### config.mk
export PLATFORM = sky130hd
export DESIGN_NAME = mux_sel_rr_arbiter
export DESIGN_NICKNAME = d
export VERILOG_FILES = /design/src/rtl/mux_sel_rr_arbiter.sv
export SDC_FILE = /design/constraint.sdc
export NUM_CORES = 1
export LEC_CHECK = 0
export CORE_MARGIN = 2
export CORE_UTILIZATION = 40
export DETAILED_ROUTE_END_ITERATION = 7
export DONT_BUFFER_PORTS = 1
export GPL_TIMING_DRIVEN = 0
export PLACE_DENSITY = 0.52
export SYNTH_ARGS = -nofsm -noshare
export SYNTH_HDL_FRONTEND = slang
export SYNTH_SLANG_ARGS = --single-unit
### constraint.sdc
create_clock -name clk -period 1.7 [get_ports clk]
set_input_delay 0.085 -clock clk [delete_from_list [all_inputs] [get_ports clk]]
set_output_delay 0.085 -clock clk [all_outputs]
set_load 0.005 [all_outputs]
### src/rtl/mux_sel_rr_arbiter.sv
// mux_sel_rr_arbiter
//
// This block is a round-robin arbiter that sits directly in front of the shared 4:1 MUX.
// It drives the MUX select lines.
//
// Grant cycle:
//   - The winning requester's index is registered onto Sel.
//   - Sel is held there for the whole grant.
//   - The grant ends on Done from the owner, or when the owner drops Req.
//   - Every grant is followed by one bubble cycle.
//   - Because of the bubble, the MUX is never switched back-to-back.
//
// Fairness:
//   - A rotating priority pointer moves to the slot after the last owner.
//
// Optional feature (macro MUX_SEL_ARB_TIMEOUT_EN):
//   - A hold counter force-releases any grant that lasts HOLD_MAX cycles.
//   - Timeout pulses for one cycle during the bubble that follows a forced release.
//   - Without the macro there is no counter, and Timeout is tied low.
//
// Parameters:
//   HOLD_MAX : maximum grant length in cycles (timeout build only), >= 1
//   CNT_W    : hold counter width, derived from HOLD_MAX
//
// Ports:
//   clk     : rising-edge clock
//   rst     : asynchronous active-high reset
//   Req     : per-requester level request
//   Done    : per-requester release pulse; only the owner's bit matters
//   Sel     : registered MUX select, index of the current or last grant
//   Gnt     : registered one-hot grant, zero when idle
//   Valid   : high while a grant is active
//   Timeout : one-cycle pulse after a forced release

module mux_sel_rr_arbiter #(
  parameter int HOLD_MAX = 8,
  parameter int CNT_W    = $clog2(HOLD_MAX + 1)
) (
  input  logic       clk,
  input  logic       rst,
  input  logic [3:0] Req,
  input  logic [3:0] Done,
  output logic [1:0] Sel,
  output logic [3:0] Gnt,
  output logic       Valid,
  output logic       Timeout
);

  typedef enum logic [1:0] {
    IDLE    = 2'd0,
    GRANT   = 2'd1,
    RELEASE = 2'd2
  } state_t;

  state_t     state_q, state_d;
  logic [1:0] ptr_q, ptr_d;
  logic [1:0] sel_q, sel_d;
  logic [3:0] gnt_q, gnt_d;
  logic       valid_q, valid_d;
  logic       timeout_q, timeout_d;

  logic [1:0] pickIdx;
  logic [1:0] candidate;
  logic       normalRelease;
  logic       holdExpired;
  logic       startGrant;
  logic       releaseNow;

  if (HOLD_MAX < 1 || CNT_W < 1) begin : gHoldMaxCheck
    $error("mux_sel_rr_arbiter: HOLD_MAX must be at least 1");
  end

  // Scan from the highest offset down to offset 0.
  // The last match is therefore the first requester at or after the pointer.
  always_comb begin
    pickIdx   = ptr_q;
    candidate = ptr_q;
    for (int i = 3; i >= 0; i--) begin
      candidate = ptr_q + 2'(i);
      if (Req[candidate]) begin
        pickIdx = candidate;
      end
    end
  end

  // Done and a Req drop on the same edge are a single release.
  // Either one on its own also releases.
  assign normalRelease = Done[sel_q] | ~Req[sel_q];
  assign startGrant    = (state_q == IDLE) && (|Req);
  assign releaseNow    = (state_q == GRANT) && (normalRelease || holdExpired);

`ifdef MUX_SEL_ARB_TIMEOUT_EN
  logic [CNT_W-1:0] holdCnt_q, holdCnt_d;

  // The counter is 0 on the granting edge.
  // It therefore reaches HOLD_MAX-1 on the edge that ends cycle HOLD_MAX of the grant.
  assign holdExpired = (state_q == GRANT) && (holdCnt_q == CNT_W'(HOLD_MAX - 1));

  always_comb begin
    holdCnt_d = holdCnt_q;
    if (startGrant) begin
      holdCnt_d = '0;
    end else if (state_q == GRANT && !releaseNow) begin
      if (holdCnt_q != CNT_W'(HOLD_MAX)) begin
        holdCnt_d = holdCnt_q + CNT_W'(1);
      end
    end
  end

  always_ff @(posedge clk or posedge rst) begin
    if (rst) begin
      holdCnt_q <= '0;
    end else begin
      holdCnt_q <= holdCnt_d;
    end
  end

  assign Timeout = timeout_q;
`else
  assign holdExpired = 1'b0;
  assign Timeout     = 1'b0;
`endif

  always_comb begin
    state_d   = state_q;
    ptr_d     = ptr_q;
    sel_d     = sel_q;
    gnt_d     = gnt_q;
    valid_d   = valid_q;
    timeout_d = 1'b0;
    case (state_q)
      IDLE: begin
        if (startGrant) begin
          sel_d   = pickIdx;
          gnt_d   = 4'b0001 << pickIdx;
          valid_d = 1'b1;
          state_d = GRANT;
        end
      end
      GRANT: begin
        if (releaseNow) begin
          gnt_d     = 4'b0000;
          valid_d   = 1'b0;
          ptr_d     = sel_q + 2'd1;
          state_d   = RELEASE;
          // A forced release that coincides with Done or a Req drop counts as a normal release.
          timeout_d = holdExpired & ~normalRelease;
        end
      end
      RELEASE: begin
        gnt_d   = 4'b0000;
        valid_d = 1'b0;
        state_d = IDLE;
      end
      default: begin
        gnt_d   = 4'b0000;
        valid_d = 1'b0;
        state_d = IDLE;
      end
    endcase
  end

  always_ff @(posedge clk or posedge rst) begin
    if (rst) begin
      state_q   <= IDLE;
      ptr_q     <= 2'd0;
      sel_q     <= 2'd0;
      gnt_q     <= 4'b0000;
      valid_q   <= 1'b0;
      timeout_q <= 1'b0;
    end else begin
      state_q   <= state_d;
      ptr_q     <= ptr_d;
      sel_q     <= sel_d;
      gnt_q     <= gnt_d;
      valid_q   <= valid_d;
      timeout_q <= timeout_d;
    end
  end

  assign Sel   = sel_q;
  assign Gnt   = gnt_q;
  assign Valid = valid_q;

endmodule

# Yosys cells after proc, flatten, opt, wreduce, memory -nomap -nowiden
# Cells that the tools add are included.
# W data, S select, Z words.
dict set report op_classes {
  addsub 4
  n_lt_le_gt_ge 5
  eq_ne 3
  shift 1
  mux 25
  n_bitwise 2
  reduce_logical 7
}
# op n
set op_table {}
lappend op_table {{$lt A2 B3 Y1 const B} 5}
lappend op_table {{$bmux W1 S2} 6}
lappend op_table {{$mux W2} 6}
lappend op_table {{$mux W1} 8}
lappend op_table {{$mux W4} 2}
lappend op_table {{$pmux W4 S2} 1}
lappend op_table {{$reduce_and A2 Y1} 3}
lappend op_table {{$add A2 B1 Y2 const B} 2}
lappend op_table {{$add A2 B2 Y2 const B} 2}
lappend op_table {{$ne A2 B2 Y1 const B} 2}
lappend op_table {{$pmux W2 S2} 1}
lappend op_table {{$reduce_or A4 Y1} 1}
lappend op_table {{$shl A1 B2 Y4 const A} 1}
lappend op_table {{$eq A2 B1 Y1 const B} 1}
lappend op_table {{$logic_and A1 B1 Y1} 2}
lappend op_table {{$logic_not A2 Y1} 1}
lappend op_table {{$pmux W1 S2} 1}
lappend op_table {{$not A1 Y1} 1}
lappend op_table {{$or A1 B1 Y1} 1}
dict set report totals {
  regBits 11
  inputBits 10
  output_inout_bits 8
  word_cells 52
}

# Logic depth before layout (Yosys ltp)
# Gate-level depths: netlist of run 1.
dict set report logic_depth {
  depth_word 10
  mapped_depth 4
  depth_no_buf 4
}

# Least setup slack after synthesis of run 1
# Ideal clock, no wire load.
dict set report synth_timing {
  kind {register to register}
  startpoint {register sel_q[0], in the netlist Sel[0]}
  endpoint {register ptr_q[1]}
  setup_time_ns 0.125
  t_arrival_ns 1.356
  t_required_ns 1.575
  path_slack_ns 0.219
  stages_incl_launch_ff 5
  path_buffers 0
  period_less_slack_ns 1.481
  path_cell_list {dfrtp_1 -> and3b_1 -> o21ai_2 -> nand4b_2 -> mux2_4}
}
dict set report synth_via {
  elab_chain_cells 6
  elab_cells_between_ends 9
  classes_between {add/sub: 1; mux: 4; bitwise: 2; reduce/logical: 2}
}
# element line_no
set synth_lines {}
lappend synth_lines {{start, declared} 57} ;# logic [1:0] sel_q, sel_d;
lappend synth_lines {{start signal, assigned} 174} ;# sel_q <= sel_d;
lappend synth_lines {{$bmux W1 S2} 88} ;# assign normalRelease = Done[sel_q] | ~Req[sel_q];
lappend synth_lines {{$mux W1 (implied by the code)} 88}
lappend synth_lines {{$not A1 Y1} 88}
lappend synth_lines {{$or A1 B1 Y1} 88}
lappend synth_lines {{$logic_and A1 B1 Y1} 90} ;# assign releaseNow = (state_q == GRANT) && (normalRelease || holdExpired);
lappend synth_lines {{$reduce_and A2 Y1 (no source line)} n/a}
lappend synth_lines {{end signal, assigned} 173} ;# ptr_q <= ptr_d;
lappend synth_lines {{end, declared} 56} ;# logic [1:0] ptr_q, ptr_d;
# Parallel ways exist; a longest one is shown, timed or not. The select of a mux whose other input is x is not followed.
# A chain may end at the register's enable or synchronous reset.

# Final worst setup path of run 1
dict set report layout_timing {
  startpoint {register sel_q[1], in the netlist Sel[1]}
  endpoint {register ptr_q[1]}
}
# The elaborated chain is that of the path after synthesis.

==> metrics.txt, run 1 <==
leakage power 0.301 nW; final setup fails 0; core area approximately 1400 um^2; number of CTS-inserted buffers 3; post-route minimum period roughly 1.6 ns; number of synthesized flops with an enable pin 0; top cell type's share of synthesized area a little over 40%; CTS tree done; Yosys reg bits 10; Starting Density around 45%; max-slew violation count 0; drt via density slightly below 6; Die X roughly 43 um; number of DRC markers in iteration 0 4; placed insts 71; CP max FO 6; Clock Tree Buf Depth 2; H-tree depth 1; Final Net Count 72; Clk Latency, worst-skew pair 0.26 ns; die area approximately 1800 um^2; hold slack between 0.015 and 0.02 ns; Hold Crit Start Req[1]; max cap viols 0; Area growth syn-to-layout 12.1%; syn_nets 66; layout cell share with drive strength beyond 1 between 20% and 30%; Arr. time, crit path between 1.5 and 2 ns; diodes inserted 0; met2 usage between 20% and 30%; Async SR Flop Fraction 100%; clock sink count 10; first-pass GRT wire length between 2 and 2.5 mm; reg-to-reg slack, setup about 0.068 ns; most common cell after layout, fill and taps aside dfrtp_1; Routed Antenna Nets 0; Clock Pin Slew Worst Setup and Hold Paths about 0.06 ns; gpl congestion just under 0.8; WL/cell roughly 17 um; Startpoint Class register; Yosys cell types 32; DRC 0; I/O pin cnt 18; area leader, netlist dfrtp_1; commonest cells after routing, fill and taps aside dfrtp_1 (10), inv_1 (4); postcts setup bufs 0; Min-Delay Path Depth 2; detailed-route wire length about 1.3 mm; CP required roughly 1.9 ns; unrepaired setup endpoints after global routing true; Crit path largest cell delay about 0.51 ns; met1 Usage GRT 20.0%; sequential fraction of the synthesis area between 40% and 50%; worst-path cell chain and4bb_1 > nor2_2 > nand4b_2 > mux2_4; Finished Layout Cells 76; met3 Usage GRT under 10%; slowest CP cell dfrtp_1; primary flip-flop cell chosen by synthesis mapping dfrtp_1; initial antenna violation count 0; Yosys warnings 0; Total Power around 1.2 mW; power per cell area around 1700 nW/um^2; final cell area excluding filler cells about 670 um^2; vias in the first global route 480; Post-DP Area just over 600 um^2; Std-Cell Rows 13; Die H about 43 um; Clock Skews approximately 0.0040 ns; top cells by area, synth dfrtp_1 (42%), a311oi_4 (4.4%), nor2b_1 (3.1%); R2R Path Start Sel[1]$_DFFE_PP0P_; Cell Area, Synth approximately 600 um^2; Fin Setup TNS 0 ns; cells after synthesis 56; GR peak layer met2; port buffer count 0; outcome finished clean; period utilization 96.0%; largest net degree at the start of global routing 11; VDD IR-drop max ~0.72 mV; f_max between 600 and 700 MHz; via count 453; final hold vios 0; Synth Area per Inst ~11 um^2; Worst Hold Class in2reg; CTS root buffer clkbuf_4; Total Routing Usage GR 15.5%; CP endpoint kind register; Worst R2R End ptr_q[1]$_DFFE_PP0P_; post-DP HPWL a little under 1 mm; DRT Pass-1 Iters 4; R2R cell count 4; Overflow after GRT 0; hold-critical path endpoint Valid$_DFFE_PP0P_; critical path class reg2reg
critical path: cells and delay by family, from the launching register on:
kind | cells | cell delay (ns)
flops | 1 | 0.51
simple gates | 3 | 0.67
mux | 1 | 0.34
power by group:
group	total (mW)	leakage [nW]	switching [mW]	internal, mW
combinational	0.447	0.154	0.215	0.233
clock	0.209	0.0210	0.0790	0.130
sequential	0.523	0.126	0.171	0.352
total	1.18	0.301	0.464	0.715
final cells by class:
type,instances,area (um^2)
well taps,15,18.8
fillers,128,676
clock buffers,4,36.3
multi-input cells,41,337
inverters,4,15.0
flip-flops and latches,10,250
plain buffers,1,7.51
repair buffers,1,10.0
worst max-delay path by stage:
stage	start	to	slack (ns)	depth (start not counted)
final	Sel[1]$_DFFE_PP0P_	ptr_q[1]$_DFFE_PP0P_	0.07	4
after global routing	Sel[1]$_DFFE_PP0P_	ptr_q[1]$_DFFE_PP0P_	-0.01	4
after CTS	Sel[0]$_DFFE_PP0P_	ptr_q[1]$_DFFE_PP0P_	0.03	4
after detailed placement	Sel[0]$_DFFE_PP0P_	ptr_q[1]$_DFFE_PP0P_	0.04	4
after global placement	Sel[0]$_DFFE_PP0P_	ptr_q[1]$_DFFE_PP0P_	0.09	4
after floorplan	Sel[0]$_DFFE_PP0P_	ptr_q[1]$_DFFE_PP0P_	0.22	4
logic make-up (layout without fill, tap and decap cells):
group	Yosys count	count (layout)	synth area share (%)
XOR/XNOR	1	1	1.46
buffers and inverters	5	10	3.74
flip-flops	10	10	41.6
other	1	1	0.623
AND/OR/NAND/NOR	18	18	22.9
AO/OA/AOI/OAI	19	19	25.6
multiplexers	2	2	4.16
per-stage QoR:
step	setup WS [ns]	utilization, %
finish	0.0680	50.0
global route	-0.0124	50.0
CTS	0.0346	49.4
detailed placement	0.0432	46.0
global placement	0.0899	46.0
floorplan	0.219	-
registers in the layout (all words and copies together) (netlist names):
signal,cells
state_q,1
Gnt,4
Valid,1
ptr_q,2
Sel,2
routing by layer:
| metal | up-vias | share of wire, % |
|---|---|---|
| met4 | 0 | 0.79 |
| met5 | - | 0 |
| met3 | 2 | 7.9 |
| met1 | 219 | 43 |
| li1 | 219 | - |
| met2 | 13 | 48 |
synthesized netlist by cell type, types with 2 or more instances:
cell / instances
dfrtp_1: 10
inv_1: 4
a21oi_1: 3
nand2_1: 3
nor2b_1: 3
a22o_1: 2
nor2_1: 2
nor3b_1: 2
o21ai_1: 2
o22a_1: 2
o2bb2ai_1: 2
repair_timing:
action / CTS / global route
endpoints found under the setup margin: 0 / 1
hold buffers: 1 / 0
gates resized for setup: 0 / 1
endpoints found under the hold margin: 10 / 0
No activity file was read; power rests on OpenSTA's default activity.
==> run 2, diff against run 1 <==
--- a/config.mk
+++ b/config.mk
@@ -6,5 +6,5 @@
 export NUM_CORES = 1
 export LEC_CHECK = 0
-export CORE_MARGIN = 2
+export CAP_MARGIN = 20
 export CORE_UTILIZATION = 40
 export DETAILED_ROUTE_END_ITERATION = 7
==> constraint.sdc (replaced) <==
create_clock -name clk -period 1.7 [get_ports clk]
set_input_delay 0.34 -clock clk [delete_from_list [all_inputs] [get_ports clk]]
set_output_delay 0.34 -clock clk [all_outputs]
set_load 0.005 [all_outputs]
==> metrics.txt, run 2 (synthesis results as in run 1) <==
outcome finished clean; Startpoint Class register; leakage power about 0.30 nW; fill cell count approximately 140; placed insts between 70 and 80; via count roughly 450; diodes inserted 0; Std-Cell Rows 13; max-slew violation count 0; Clock Tree Buf Depth 2; Routed Antenna Nets 0; hold buffer count at cts 1; period utilization a little over nine tenths; largest net degree at the start of global routing 11; number of CTS-inserted buffers 3; die area around 1700 um^2; Overflow after GRT 0; final hold vios 0; Register Area around 250 um^2; CTS root buffer clkbuf_4; final setup fails 0; Area growth syn-to-layout 10.8%; Worst Hold Class in2reg; R2R cell count 4; first-pass GRT wire length roughly 1.8 mm; hold slack roughly 0.28 ns; Total Routing Usage GR between 10% and 20%; layout cell share with drive strength beyond 1 a little over a fifth; footprint of the multi-input gates about 330 um^2; unrepaired setup endpoints after global routing false; most common cell after layout, fill and taps aside dfrtp_1; f_max a little over 600 MHz; initial antenna violation count 0; commonest cells after routing, fill and taps aside dfrtp_1 (10), inv_1 (4); CP max FO 8; post-DP HPWL 961 um; CTS tree done; I/O pin cnt 18; postcts setup bufs 0; Die H between 40 and 50 um; H-tree depth 1; critical path class reg2reg; Fin Setup TNS 0 ns; DRC 0; number of gates resized after cts 0; VDD IR-drop max around 0.86 mV; Starting Density approximately 45%; WL/cell between 15 and 20 um; CP endpoint kind register; max cap viols 0; vias in the first global route 434; detailed-route wire length ~1.2 mm; drt via density 5.87; Die X 40.8 um; gpl congestion 0.693; DRT Pass-1 Iters 2; post-route minimum period ~1.6 ns; Total Power ~1.2 mW; Clock Skews around 0.0019 ns; Clock Pin Slew Worst Setup and Hold Paths approximately 0.070 ns; power per cell area approximately 1700 nW/um^2; core area about 1400 um^2; Min-Delay Path Depth 2; clock sink count 10; Final Net Count a little over 70; CP required ~1.9 ns; Finished Layout Cells 76; port buffer count 0; Arr. time, crit path 1.77 ns; max FFs per register 4; number of DRC markers in iteration 0 1; Clk Latency, worst-skew pair 0.26 ns
-- run 2: cell types whose count changed in the layout (fill, tap and decap cells not counted) --
cell / delta
o21ai_4: -1
o21ai_2: +1
-- run 2: area by class of cell --
class | count | area share [%]
tap | 15 | 2.81
multi-input combinational | 41 | 49.3
buffer | 1 | 1.13
clock buffer | 4 | 5.44
timing repair buffer | 1 | 1.50
sequential | 10 | 37.5
inverter | 4 | 2.25
-- run 2: power breakdown --
group / leakage [nW] / switching (mW) / internal (mW)
logic: 0.153 / 0.212 / 0.230
clock network: 0.0210 / 0.0850 / 0.130
registers: 0.126 / 0.158 / 0.352
-- run 2: per-stage QoR --
stage	setup WS (ns)	area, um^2	util (%)
floorplan	0.219	602	-
global placement	0.0912	621	46.0
detailed placement	0.0868	621	46.0
CTS	0.0647	667	49.4
global route	0.0132	667	49.4
finish	0.0783	667	49.4
-- run 2: metal layers --
metal / GRT usage, % / up-vias / share of wire [%]
met2: 26.6 / 12 / 48
met3: 3.26 / 2 / 5.3
met4: 5.00 / 0 / 0.65
met1: 24.3 / 215 / 46
met5: 0 / - / 0
li1: - / 217 / -
-- run 2: worst max-delay path, cell delays in order (launching register included) --
cell,delay [ns]
dfrtp_1,0.48
and3b_1,0.24
o21ai_2,0.25
nand4b_2,0.21
mux2_4,0.33
-- run 2: worst paths after layout --
kind,start,endpoint,slack [ns]
setup / recovery,Sel[0]$_DFFE_PP0P_,ptr_q[1]$_DFFE_PP0P_,0.08
hold / removal,Req[1],Valid$_DFFE_PP0P_,0.28
setup reg to reg,Sel[0]$_DFFE_PP0P_,ptr_q[1]$_DFFE_PP0P_,0.08
hold reg to reg,Gnt[3]$_DFFE_PP0P_,Gnt[3]$_DFFE_PP0P_,0.53
max in group asynchronous,rst,Gnt[0]$_DFFE_PP0P_,0.94
min in group asynchronous,rst,state_q[1]$_DFFE_PP0P_,0.49
